[config.mk]
export PLATFORM = sky130hd
export DESIGN_NAME = systolic_ctrl
export DESIGN_NICKNAME = d
export VERILOG_FILES = /design/src/rtl/systolic_ctrl.sv
export SDC_FILE = /design/constraint.sdc
export NUM_CORES = 1
export LEC_CHECK = 0
export ABC_CLOCK_PERIOD_IN_PS = 4000
export BUFFER_PORTS_ARGS = -buffer_cell sky130_fd_sc_hd__buf_2
export CORE_MARGIN = 2
export CORE_UTILIZATION = 56
export CTS_BUF_LIST = sky130_fd_sc_hd__clkbuf_8
export DETAILED_ROUTE_END_ITERATION = 8
export GPL_ROUTABILITY_DRIVEN = 0
export PLACE_DENSITY = 0.88
export RECOVER_POWER = 25
export SYNTH_ARGS = -nofsm -noshare
export SYNTH_HDL_FRONTEND = slang
export SYNTH_SLANG_ARGS = --single-unit
[constraint.sdc]
create_clock -name clk -period 4 [get_ports clk]
set_input_delay 0.2 -clock clk [delete_from_list [all_inputs] [get_ports clk]]
set_output_delay 0.2 -clock clk [all_outputs]
set_load 0.01 [all_outputs]
[src/rtl/systolic_ctrl.sv]
`default_nettype none
// ============================================================================
// Module   : systolic_ctrl
// Brief    : Sequencer for an N x N weight-stationary systolic array of 8-bit
//            PEs. Loads weight rows, streams skewed activation vectors into
//            the west edge, deskews south-edge outputs and returns one result
//            vector per accepted activation vector.
// Revision : 1.0 - initial release
// ============================================================================
module systolic_ctrl #(
  parameter int N     = 4,
  parameter int CNT_W = 16
) (
  input  logic                   clk,
  input  logic                   reset,
  input  logic                   start,
  input  logic [CNT_W-1:0]       num_vec,
  output logic                   busy,
  output logic                   done,
  output logic                   w_rd_en,
  output logic [$clog2(N)-1:0]   w_rd_addr,
  input  logic [8*N-1:0]         w_rd_data,
  input  logic                   act_valid,
  output logic                   act_ready,
  input  logic [8*N-1:0]         act_data,
  output logic [N-1:0]           pe_load,
  output logic [8*N-1:0]         pe_weight,
  output logic [8*N-1:0]         pe_west,
  input  logic [8*N-1:0]         pe_south,
  output logic                   res_valid,
  output logic [8*N-1:0]         res_data
);

  localparam int AW   = $clog2(N);
  localparam int CW   = $clog2(N + 1);
  // Accept-to-result latency is 2N+1: 2N tag stages plus the res_valid register.
  localparam int TAGL = 2 * N;

  typedef enum logic [2:0] {
    S_IDLE   = 3'd0,
    S_WLOAD  = 3'd1,
    S_STREAM = 3'd2,
    S_DRAIN  = 3'd3,
    S_DONE   = 3'd4
  } state_t;

  state_t            r_state;
  logic [CW-1:0]     r_cnt;
  logic [CNT_W-1:0]  r_remain;
  logic              r_busy;
  logic              r_done;
  logic              r_w_rd_en;
  logic [AW-1:0]     r_w_rd_addr;
  logic              r_act_ready;
  logic [N-1:0]      r_pe_load;
  logic [TAGL-1:0]   r_tag;
  logic              r_res_valid;

  logic              w_accept;
  logic              w_res_load;

  assign w_accept   = act_valid & r_act_ready;
  assign w_res_load = r_tag[TAGL-1];

  assign busy      = r_busy;
  assign done      = r_done;
  assign w_rd_en   = r_w_rd_en;
  assign w_rd_addr = r_w_rd_addr;
  assign act_ready = r_act_ready;
  assign pe_load   = r_pe_load;
  assign res_valid = r_res_valid;

  // Read data arrives one cycle after the strobe, exactly when the matching
  // row load is high, so the weight bus is a gated pass-through.
  assign pe_weight = (|r_pe_load) ? w_rd_data : '0;

  // Job sequencer: weight load, streaming, drain and completion pulse.
  always_ff @(posedge clk) begin
    if (reset) begin
      r_state     <= S_IDLE;
      r_cnt       <= '0;
      r_remain    <= '0;
      r_busy      <= 1'b0;
      r_done      <= 1'b0;
      r_w_rd_en   <= 1'b0;
      r_w_rd_addr <= '0;
      r_act_ready <= 1'b0;
      r_pe_load   <= '0;
    end else begin
      case (r_state)
        S_IDLE: begin
          r_done <= 1'b0;
          if (start) begin
            r_remain    <= num_vec;
            r_cnt       <= '0;
            r_busy      <= 1'b1;
            r_w_rd_en   <= 1'b1;
            r_w_rd_addr <= '0;
            r_state     <= S_WLOAD;
          end
        end
        S_WLOAD: begin
          r_cnt <= r_cnt + CW'(1);
          if (r_cnt < CW'(N - 1)) begin
            r_w_rd_en   <= 1'b1;
            r_w_rd_addr <= AW'(r_cnt + CW'(1));
          end else begin
            r_w_rd_en   <= 1'b0;
            r_w_rd_addr <= '0;
          end
          // Row r is written one cycle after its read strobe.
          if (r_cnt < CW'(N)) begin
            r_pe_load <= N'(1) << r_cnt;
          end else begin
            r_pe_load <= '0;
          end
          if (r_cnt == CW'(N)) begin
            if (r_remain != '0) begin
              r_act_ready <= 1'b1;
              r_state     <= S_STREAM;
            end else begin
              r_done  <= 1'b1;
              r_state <= S_DONE;
            end
          end
        end
        S_STREAM: begin
          if (w_accept) begin
            r_remain <= r_remain - CNT_W'(1);
            if (r_remain == CNT_W'(1)) begin
              r_act_ready <= 1'b0;
              r_state     <= S_DRAIN;
            end
          end
        end
        S_DRAIN: begin
          // Empty tag pipe means the final result is on res_valid now.
          if (r_tag == '0) begin
            r_done  <= 1'b1;
            r_state <= S_DONE;
          end
        end
        S_DONE: begin
          r_done  <= 1'b0;
          r_busy  <= 1'b0;
          r_state <= S_IDLE;
        end
        default: begin
          r_state <= S_IDLE;
        end
      endcase
    end
  end

  // Valid tags follow the datapath so bubbles never raise res_valid.
  always_ff @(posedge clk) begin
    if (reset) begin
      r_tag       <= '0;
      r_res_valid <= 1'b0;
    end else begin
      r_tag       <= {r_tag[TAGL-2:0], w_accept};
      r_res_valid <= r_tag[TAGL-1];
    end
  end

  // West-edge skew: lane k is delayed k cycles plus one output register.
  for (genvar k = 0; k < N; k++) begin : g_skew
    logic [7:0] w_lane;
    logic [7:0] r_out;
    assign w_lane = w_accept ? act_data[8*k +: 8] : 8'd0;

    if (k == 0) begin : g_direct
      // Row 0 sees the accepted lane after the output register only.
      always_ff @(posedge clk) begin
        if (reset) begin
          r_out <= 8'd0;
        end else begin
          r_out <= w_lane;
        end
      end
    end else begin : g_chain
      logic [7:0] r_sk [k];
      // k-deep delay chain ahead of the output register.
      always_ff @(posedge clk) begin
        if (reset) begin
          for (int j = 0; j < k; j++) begin
            r_sk[j] <= 8'd0;
          end
          r_out <= 8'd0;
        end else begin
          r_sk[0] <= w_lane;
          for (int j = 1; j < k; j++) begin
            r_sk[j] <= r_sk[j-1];
          end
          r_out <= r_sk[k-1];
        end
      end
    end

    assign pe_west[8*k +: 8] = r_out;
  end

  // South-edge deskew: lane c waits N-1-c cycles so all lanes line up.
  for (genvar c = 0; c < N; c++) begin : g_deskew
    localparam int D = N - 1 - c;
    logic [7:0] r_res;

    if (D == 0) begin : g_nodly
      // Last column is already aligned; capture on the result tag.
      always_ff @(posedge clk) begin
        if (reset) begin
          r_res <= 8'd0;
        end else if (w_res_load) begin
          r_res <= pe_south[8*c +: 8];
        end
      end
    end else begin : g_dly
      logic [7:0] r_dl [D];
      // Delay line followed by a result register that holds between results.
      always_ff @(posedge clk) begin
        if (reset) begin
          for (int j = 0; j < D; j++) begin
            r_dl[j] <= 8'd0;
          end
          r_res <= 8'd0;
        end else begin
          r_dl[0] <= pe_south[8*c +: 8];
          for (int j = 1; j < D; j++) begin
            r_dl[j] <= r_dl[j-1];
          end
          if (w_res_load) begin
            r_res <= r_dl[D-1];
          end
        end
      end
    end

    assign res_data[8*c +: 8] = r_res;
  end

endmodule
`default_nettype wire

Yosys cells after proc, flatten, opt, wreduce, memory -nomap -nowiden. Memory sizes are Yosys's and may differ from the RTL's. A register that Yosys moved wholly into a read port is not among the register bits. Index checks and enable logic that the tools add are counted.

Mux-type cells: 50. Bitwise gates (word level): 12. Eq/ne operators: 13. Shift-type cells: 1. Magnitude comparators: 2. Add/subtract/negate cells: 2. Reduce and logical (&&, ||, !) cells: 19.

Operators with widths (number): $mux W8 (15); $mux W16 (2); $mux W32 (1); $pmux W16 S2 (1); $mux W3 (7); $eq A16 B1 Y1 const B (1); $reduce_bool A16 Y1 (1); $reduce_or A8 Y1 (2); $sub A16 B1 Y16 const B (1); $mux W1 (14); $ne A2 B2 Y1 const B (7); $pmux W3 S4 (1); $or A1 B1 Y1 (10); $reduce_and A5 Y1 (2); $logic_not A8 Y1 (1); $reduce_bool A2 Y1 (4); $eq A3 B2 Y1 const B (2); $eq A3 B3 Y1 const B (2); $pmux W1 S2 (3); $pmux W3 S2 (1); $mux W2 (2); $mux W4 (1); $pmux W2 S2 (1); $reduce_and A2 Y1 (2); 14 further kinds (15).

Word-level logic and storage cells: 118. Bits of input ports: 116. RAM bits: 96. Memories kept: 6. Register bits: 57. Output and inout port bits: 107.

Memory list: g_deskew[0].g_dly.r_dl (words 3, width 8, rd ports 3, clocked after Yosys merged registers in 1, write ports 3, line 218) `logic [7:0] r_dl [D];`; g_skew[3].g_chain.r_sk (words 3, width 8, rd ports 3, clocked after Yosys merged registers in 1, write ports 3, line 182) `logic [7:0] r_sk [k];`; g_deskew[1].g_dly.r_dl (words 2, width 8, rd ports 2, clocked after Yosys merged registers in 1, write ports 2, line 218); g_skew[2].g_chain.r_sk (words 2, width 8, rd ports 2, clocked after Yosys merged registers in 1, write ports 2, line 182); g_deskew[2].g_dly.r_dl (words 1, width 8, rd ports 1, clocked after Yosys merged registers in 1, write ports 1, line 218); g_skew[1].g_chain.r_sk (words 1, width 8, rd ports 1, clocked after Yosys merged registers in 1, write ports 1, line 182).

Depth between registers and ports, before layout. Gate-level depths: netlist of the first run.

Word-level depth: 4. Mapped depth: 7. Mapped depth without buffers: 7.

Least setup slack after synthesis of the first run. No wires, ideal clock.

Path type: register -> register. Start: reg r_remain[11]. End: reg r_done, in the netlist done. Clock period less this slack: 1.783 ns. Data required time: 3.904 ns. Setup slack: 2.217 ns. Cell stages (with the launch flop): 6. Arrival time: 1.687 ns. Library setup time: 0.096 ns. Path buffers: 0. Cells stage by stage: dfxtp_1 > or4_4 > nor4b_4 > a31o_2 > nand2_2 > o41ai_2.

Word-level cells in the longest chain between the ends: 3.

Ends and longest elaborated chain: start, declared (line 49) `logic [CNT_W-1:0] r_remain;`; start signal, assigned (line 94) `r_remain <= num_vec;`; start signal, assigned (line 129) `r_remain <= r_remain - CNT_W'(1);`; $reduce_bool A16 Y1 (line 118) `if (r_remain != '0) begin`; $ne A2 B2 Y1 (no source line); $reduce_and A4 Y1 (no source line); end signal, assigned (line 122) `r_done <= 1'b1;`; end signal, assigned (line 139) `r_done <= 1'b1;`; end signal, assigned (line 144) `r_done <= 1'b0;`; end, declared (line 51) `logic r_done;`.

Every way passes these cells. A chain may end at the register's enable or synchronous reset.

Final worst setup path of the first run.
Start: in reset. End: reg g_skew[3].r_out[0], read port of g_skew[3].g_chain.r_sk.

RTL lines: start, declared (line 15) `input logic reset,`; end, declared (line 169) `logic [7:0] r_out;`.

No word-level cell between the ends.

==> impl_metrics.py, run 1 <==
metrics = {
    "timing": {
        "slew_viol_final": 133,
        "final.setup.tns_ns": 0,
        "hold_viol_final": 0,
        "rsz0062_at_grt": "no",
        "setup_viol": 0,
        "min_period_over_period_pct": 66.83,
        "max_slew.worst_pin.slew_ns": 2.993,
        "slew_headroom_pct": -99.55,
        "fin_hold_ws_ns": 0.02082,
        "fin_crit_ns": 2.673,
        "max_freq_mhz": 374.1,
        "finalClockSkew_ns": 0.02230,
    },
    "detailed_routing": {
        "wire_per_inst_um": 14.72,
        "antenna_left": 0,
        "drc": 0,
        "drt-initial-drc-count": 286,
        "via_per_inst": 4.978,
        "routed_wirelength_um": 16490,
        "drtPass1Iterations": 5,
        "dr_total_vias": 5575,
    },
    "die": {
        "fp.dieW_um": 114.7,
        "fp-row-count": 40,
        "dieHeight_um": 114.7,
        "coreArea_um2": 11960,
        "initial_core_util_pct": 57.32,
        "pin_count": 223,
        "die_area_um2": 13140,
    },
    "worst_setup_path": {
        "criticalPathCategory": "in -> reg",
        "endpoint_kind": "register",
        "required_ns": 4.25,
        "critPathTopFamily": "buffers and inverters",
        "reg2reg_depth": 4,
        "cp_num_buf_inv": 2,
        "crit_fanout": 76,
        "startpoint_type": "primary input",
        "slowest_stage": "clkbuf_1",
        "worst-path-stages": 3,
        "crit_chain": "buf_4 > clkbuf_1 > nor2b_1",
        "crit_start": "reset",
        "crit_end": "g_skew[3].r_out[0]",
        "cp.arrival_ns": 2.93,
        "r2r_start": "r_state[1]",
        "regToRegSetupSlack_ns": 1.63,
        "slowest_delay_ns": 2.16,
        "worstReg2RegEnd": "r_remain[12]",
    },
    "cells_and_area": {
        "antenna_cells": 0,
        "drive_gt1_share_pct": 29.50,
        "synthToLayoutAreaGrowth_pct": 36.93,
        "num-nets-final": 1074,
        "fillCellCount": 748,
    },
    "cts": {
        "max-clock-path-buffers": 3,
        "ctsResizeCount": 0,
        "cts_setup_buffers": 0,
        "tritoncts": "built",
        "clock_latency_ns": 0.54,
        "htreeDepth": 1,
        "clock_sinks": 201,
        "clkTransAtPathRegs_ns": 0.06,
        "numCtsBuffers": 31,
        "clockRootBuffer": "clkbuf_8",
    },
    "yosys": {
        "syn_nets": 786,
        "yosys.area.top_type": "dfxtp_1",
        "ys_ff_latch": 201,
        "synth_ff_type": "dfxtp_1",
        "yosysSeqAreaShare_pct": 58.69,
        "synth_commonest_cells": "201 x dfxtp_1, 137 x nor2b_1, 61 x nor2_1, 32 x and2_1, 32 x mux2i_1",
        "synth.most_common_cell": "dfxtp_1",
        "syn_inst": 662,
        "synth.distinct_cells": 57,
        "synth.top_cell.area_share_pct": 58.69,
        "async_flop_share_pct": 0,
        "yosys_warnings": 0,
        "netlist_area_um2": 6857,
        "synth_enable_flop_cells": 0,
        "synth_area_leaders": "dfxtp_1 59%, nor2b_1 13%, mux2i_1 4.7%",
        "avgSynthCellArea_um2": 10.36,
    },
    "global_route": {
        "grt_pass1_wl_um": 25670,
        "grt_use_total_pct": 24.32,
        "grt_max_degree": 77,
        "overflow": 0,
        "grt_antenna_before_repair": 0,
        "grt_pass1_vias": 5549,
    },
    "power_and_ir_drop": {
        "power_density_nw_per_um2": 561.2,
        "ir_worst_vdd_mv": 0.3689,
        "p_int_w": 0.003734,
        "clock_power_share_pct": 35.5,
        "swShare_pct": 29.13,
        "seqPwrFrac_pct": 42.6,
        "pwr-share-comb_pct": 21.9,
        "p_leak_nw": 4.271,
        "switching_power_w": 0.001535,
    },
    "placed_design": {
        "hpwl_um": 9580,
        "port_buffers": 222,
    },
    "status": {
        "outcome": "finished, violations left",
        "violations": "capacitance limit, slew limit",
    },
    "min_path": {
        "hold_depth": 5,
        "hold_path_class": "in -> reg",
    },
    "run": {
        "drv_cap": 2,
    },
}
power groups by stage:
stage	clock, W	sequential (W)	combinational, W
finish	0.00187	0.00225	0.00115
global route	0.00200	0.00226	0.00128
CTS	0.00189	0.00224	0.00113
detailed placement	0	0.00228	0.00108
global placement	0	0.00228	0.00106
floorplan	0	0.00226	0.000802
registers in the layout (all words and copies together) (netlist names):
| signal | count |
|---|---|
| w_rd_en | 1 |
| done | 1 |
| busy | 1 |
| g_deskew.g_dly.r_dl | 48 |
| act_ready | 1 |
| pe_load | 4 |
| g_skew.g_chain.r_sk | 48 |
| w_rd_addr | 2 |
| g_deskew.r_res | 32 |
| res_valid | 1 |
| r_cnt | 3 |
| r_tag | 8 |
| r_remain | 16 |
| g_skew.r_out | 32 |
| r_state | 3 |
stage by stage:
step                      power, W  worst slack, ns  util, %  instance area, µm²  std cells
after floorplan           0.003061            2.217        -                6857        662
after global placement    0.003337            1.829    67.11                8028        998
after detailed placement  0.003365            1.769    67.11                8028        998
after CTS                 0.005270            1.766    78.57                9398       1120
after global routing      0.005546           0.9529    78.49                9389       1120
final                     0.005269            1.327    78.49                9389       1120
layout make-up:
| class | count | area, µm² | area share, % |
|---|---|---|---|
| Inverter | 8 | 30.03 | 0.3198 |
| Sequential cell | 201 | 4024 | 42.86 |
| Clock inverter | 15 | 145.1 | 1.546 |
| Timing Repair Buffer | 294 | 1812 | 19.30 |
| Multi-Input combinational cell | 414 | 2630 | 28.01 |
| Tap cell | 147 | 183.9 | 1.959 |
| Clock buffer | 41 | 564.3 | 6.010 |
cell families after synthesis:
| family | Yosys count | share of synthesized area [%] |
|---|---|---|
| AND/OR/NAND/NOR | 298 | 24.82 |
| flip-flops | 201 | 58.69 |
| AO/OA/AOI/OAI | 76 | 7.318 |
| buffers and inverters | 47 | 3.047 |
| multiplexers | 32 | 4.672 |
| adder cells (fa/ha/maj) | 8 | 1.460 |
placed cells by master (no fill, tap or decap), types with 4 or more instances in the layout:
cell type and count:
o21ai_0 16, ha_1 8, a31oi_1 8, dfxtp_1 201
a22oi_1 5, nand2_1 21, inv_1 16, nor3b_1 4
and3_1 6, a21oi_1 19, a211oi_1 5, and2_1 32
nor3_1 7, dlygate4sd3_1 66, nor2_1 61, buf_4 5
nand3_1 6, nor2b_1 137, nor4_1 4, mux2i_1 32
clkbuf_8 41, buf_2 221
per-layer routing:
| layer | GRT usage [%] | wire length, µm | vias to the layer above |
|---|---|---|---|
| li1 | - | - | 2761 |
| met1 | 25.41 | 6159 | 2544 |
| met2 | 46.82 | 8641 | 235 |
| met3 | 5.823 | 1280 | 35 |
| met4 | 8.780 | 409 | 0 |
| met5 | 0 | 0 | - |
timing repair:
item / CTS / global route
hold buffers: 66 / 0
hold endpoints to repair: 66 / 0
setup endpoints to repair: 0 / 0
worst register-to-register path: stages (launching register included):
cell      delay, ns
dfxtp_1        0.52
or3b_2         0.78
or3_1          0.46
o32ai_1        0.24
a221oi_1       0.12
how the worst min path moves through the flow:
stage / from / endpoint / slack, ns
3_3_place_gp: act_data[14] / g_skew[1].g_chain.r_sk[0][6] / 0.40
2_1_floorplan: act_data[0] / g_skew[0].r_out[0] / 0.32
3_5_place_dp: act_data[27] / g_skew[3].g_chain.r_sk[0][3] / 0.40
4_1_cts: num_vec[8] / r_remain[8] / 0.006
5_1_grt: num_vec[7] / r_remain[7] / 0.03
6_report: num_vec[8] / r_remain[8] / 0.02
No activity file was read; power rests on OpenSTA's default activity.
==> run 2: changes to the inputs <==
--- a/config.mk
+++ b/config.mk
@@ -5,14 +5,14 @@
 export SDC_FILE = /design/constraint.sdc
 export NUM_CORES = 1
 export LEC_CHECK = 0
-export ABC_CLOCK_PERIOD_IN_PS = 4000
+export ABC_CLOCK_PERIOD_IN_PS = 2500
 export BUFFER_PORTS_ARGS = -buffer_cell sky130_fd_sc_hd__buf_2
 export CORE_MARGIN = 2
-export CORE_UTILIZATION = 56
+export CORE_UTILIZATION = 52
 export CTS_BUF_LIST = sky130_fd_sc_hd__clkbuf_8
 export DETAILED_ROUTE_END_ITERATION = 8
 export GPL_ROUTABILITY_DRIVEN = 0
-export PLACE_DENSITY = 0.88
+export PLACE_DENSITY = 0.83
 export RECOVER_POWER = 25
 export SYNTH_ARGS = -nofsm -noshare
 export SYNTH_HDL_FRONTEND = slang
==> constraint.sdc (replaced) <==
create_clock -name clk -period 2.5 [get_ports clk]
set_input_delay 0.125 -clock clk [delete_from_list [all_inputs] [get_ports clk]]
set_output_delay 0.125 -clock clk [all_outputs]
set_load 0.01 [all_outputs]
==> impl_metrics.py, run 2 (synthesized netlist as in run 1, its figures left out) <==
metrics = {
    "global_route": {
        "grt_pass1_wl_um": 26850,
        "overflow": 0,
        "grt_max_degree": 168,
        "grt_pass1_vias": 5621,
        "grt_antenna_before_repair": 1,
        "grt_use_total_pct": 23.32,
    },
    "timing": {
        "min_period_over_period_pct": 86.28,
        "final.setup.tns_ns": 0,
        "rsz0062_at_grt": "no",
        "finalClockSkew_ns": 0.01187,
        "setup_viol": 0,
        "hold_viol_final": 0,
        "slew_viol_final": 168,
        "setup_slack_ns": 0.3431,
        "slew_headroom_pct": -15.35,
        "fin_crit_ns": 2.157,
        "max_freq_mhz": 463.6,
        "max_slew.worst_pin.slew_ns": 1.730,
    },
    "placed_design": {
        "port_buffers": 222,
        "hpwl_um": 9524,
        "dp.cells": 1027,
        "place_ws_ns": 0.5955,
    },
    "power_and_ir_drop": {
        "p_total_w": 0.008013,
        "ir_worst_vdd_mv": 0.5579,
        "p_leak_nw": 4.257,
        "power_density_nw_per_um2": 848.0,
    },
    "cells_and_area": {
        "final_cell_mix": "217 x buf_2, 200 x dfxtp_1, 137 x nor2b_1",
        "synthToLayoutAreaGrowth_pct": 37.81,
        "drive_gt1_share_pct": 28.51,
        "fillCellCount": 885,
        "utilization_pct": 74.27,
        "num-nets-final": 1094,
        "final_common_cell": "buf_2",
        "final_cells": 1155,
        "largestRegisters": "g_deskew.g_dly.r_dl x48, g_skew.g_chain.r_sk x48",
    },
    "worst_setup_path": {
        "slowest_stage": "or4_2",
        "reg2reg_depth": 4,
        "regToRegSetupSlack_ns": 0.34,
        "crit_fanout": 6,
        "r2r_start": "r_remain[8]",
        "crit_chain": "or4_2 > or3_1 > o32ai_1 > a221oi_1",
        "worstReg2RegEnd": "r_remain[12]",
        "criticalPathCategory": "reg -> reg",
        "endpoint_kind": "register",
        "startpoint_type": "register",
        "cp.arrival_ns": 2.47,
        "required_ns": 2.82,
        "slowest_delay_ns": 0.75,
    },
    "cts": {
        "htreeDepth": 1,
        "clockRootBuffer": "clkbuf_8",
        "clock_sinks": 201,
        "max-clock-path-buffers": 3,
        "clkTransAtPathRegs_ns": 0.06,
        "numCtsBuffers": 31,
        "tritoncts": "built",
        "clock_latency_ns": 0.55,
        "cts_setup_buffers": 0,
    },
    "run": {
        "drv_cap": 1,
    },
    "detailed_routing": {
        "routed_wirelength_um": 16790,
        "dr_total_vias": 5618,
        "drtPass1Iterations": 4,
        "via_per_inst": 4.864,
        "drc": 0,
        "antenna_left": 0,
        "drt-initial-drc-count": 247,
        "wire_per_inst_um": 14.54,
    },
    "die": {
        "coreArea_um2": 12720,
        "dieHeight_um": 118.8,
        "fp.dieW_um": 118.8,
        "die_area_um2": 14120,
        "fp-row-count": 41,
        "pin_count": 223,
        "initial_core_util_pct": 53.89,
    },
    "status": {
        "violations": "capacitance limit, slew limit",
        "outcome": "finished, violations left",
    },
    "min_path": {
        "min_to": "act_ready",
        "hold_depth": 4,
        "hold_path_class": "in -> reg",
        "hp-start": "act_valid",
    },
}
run 2: cell count changes in the layout (fill, tap and decap cells not counted), sizes merged:
cell	before	now
bufinv	3	0
diode	0	1
dlygate4sd3	66	82
clkbuf	43	44
clkinvlp	2	0
buf	226	225
inv	16	14
run 2: worst max-delay path by stage:
stage                 start      endpoint  slack, ns  cells after the start
2_1_floorplan  r_remain[11]          done       0.72                      5
3_3_place_gp   r_remain[11]          done       0.63                      5
3_5_place_dp   r_remain[11]          done       0.60                      5
4_1_cts         r_remain[8]  r_remain[12]       0.57                      4
5_1_grt          r_state[1]  r_remain[12]       0.26                      4
6_report        r_remain[8]  r_remain[12]       0.34                      4
run 2: cell type report:
class	instances	area, µm²	area share, %
repair buffers	314	1997	21.13
well taps	172	215.2	2.278
clock inverters	8	40.04	0.4237
clock buffers	37	509.2	5.389
inverters	8	30.03	0.3178
multi-input cells	414	2630	27.83
flip-flops and latches	201	4025	42.60
diodes	1	2.502	0.02648
run 2: timing repair:
item / 4_1_cts / 5_1_grt
hold buffers: 82 / 0
endpoints found under the hold margin: 83 / 0
resized for setup: 0 / 0
run 2: report_power, final:
group	switching, W	leakage, nW	internal [W]
Clock	0.00116	0.307	0.00132
Sequential	0.000186	1.63	0.00341
Combinational	0.00109	2.32	0.000851
run 2: per-stage QoR:
| step | hold WS [ns] | instance area (µm²) |
|---|---|---|
| after detailed placement | 0.3262 | 8102 |
| final | 0.1511 | 9449 |
| after floorplan | 0.2467 | 6857 |
| after global placement | 0.3241 | 8102 |
| after CTS | 0.1191 | 9472 |
| after global routing | 0.1758 | 9449 |
run 2: critical path: cells and delay by family (launching register included):
family,cells,cell delay [ns]
DFF,1,0.39
AOI/OAI and AO/OA,2,0.45
and+or+nand+nor,2,1.09
run 2: routing by layer:
layer / up-vias / GRT usage (%) / part of all wire (%) / routed length, µm
li1: 2792 / - / - / -
met1: 2503 / 23.73 / 37 / 6139
met2: 262 / 43.75 / 51 / 8630
met3: 61 / 6.561 / 8.2 / 1385
met4: 0 / 10.79 / 3.8 / 637
met5: - / 0 / 0 / 0
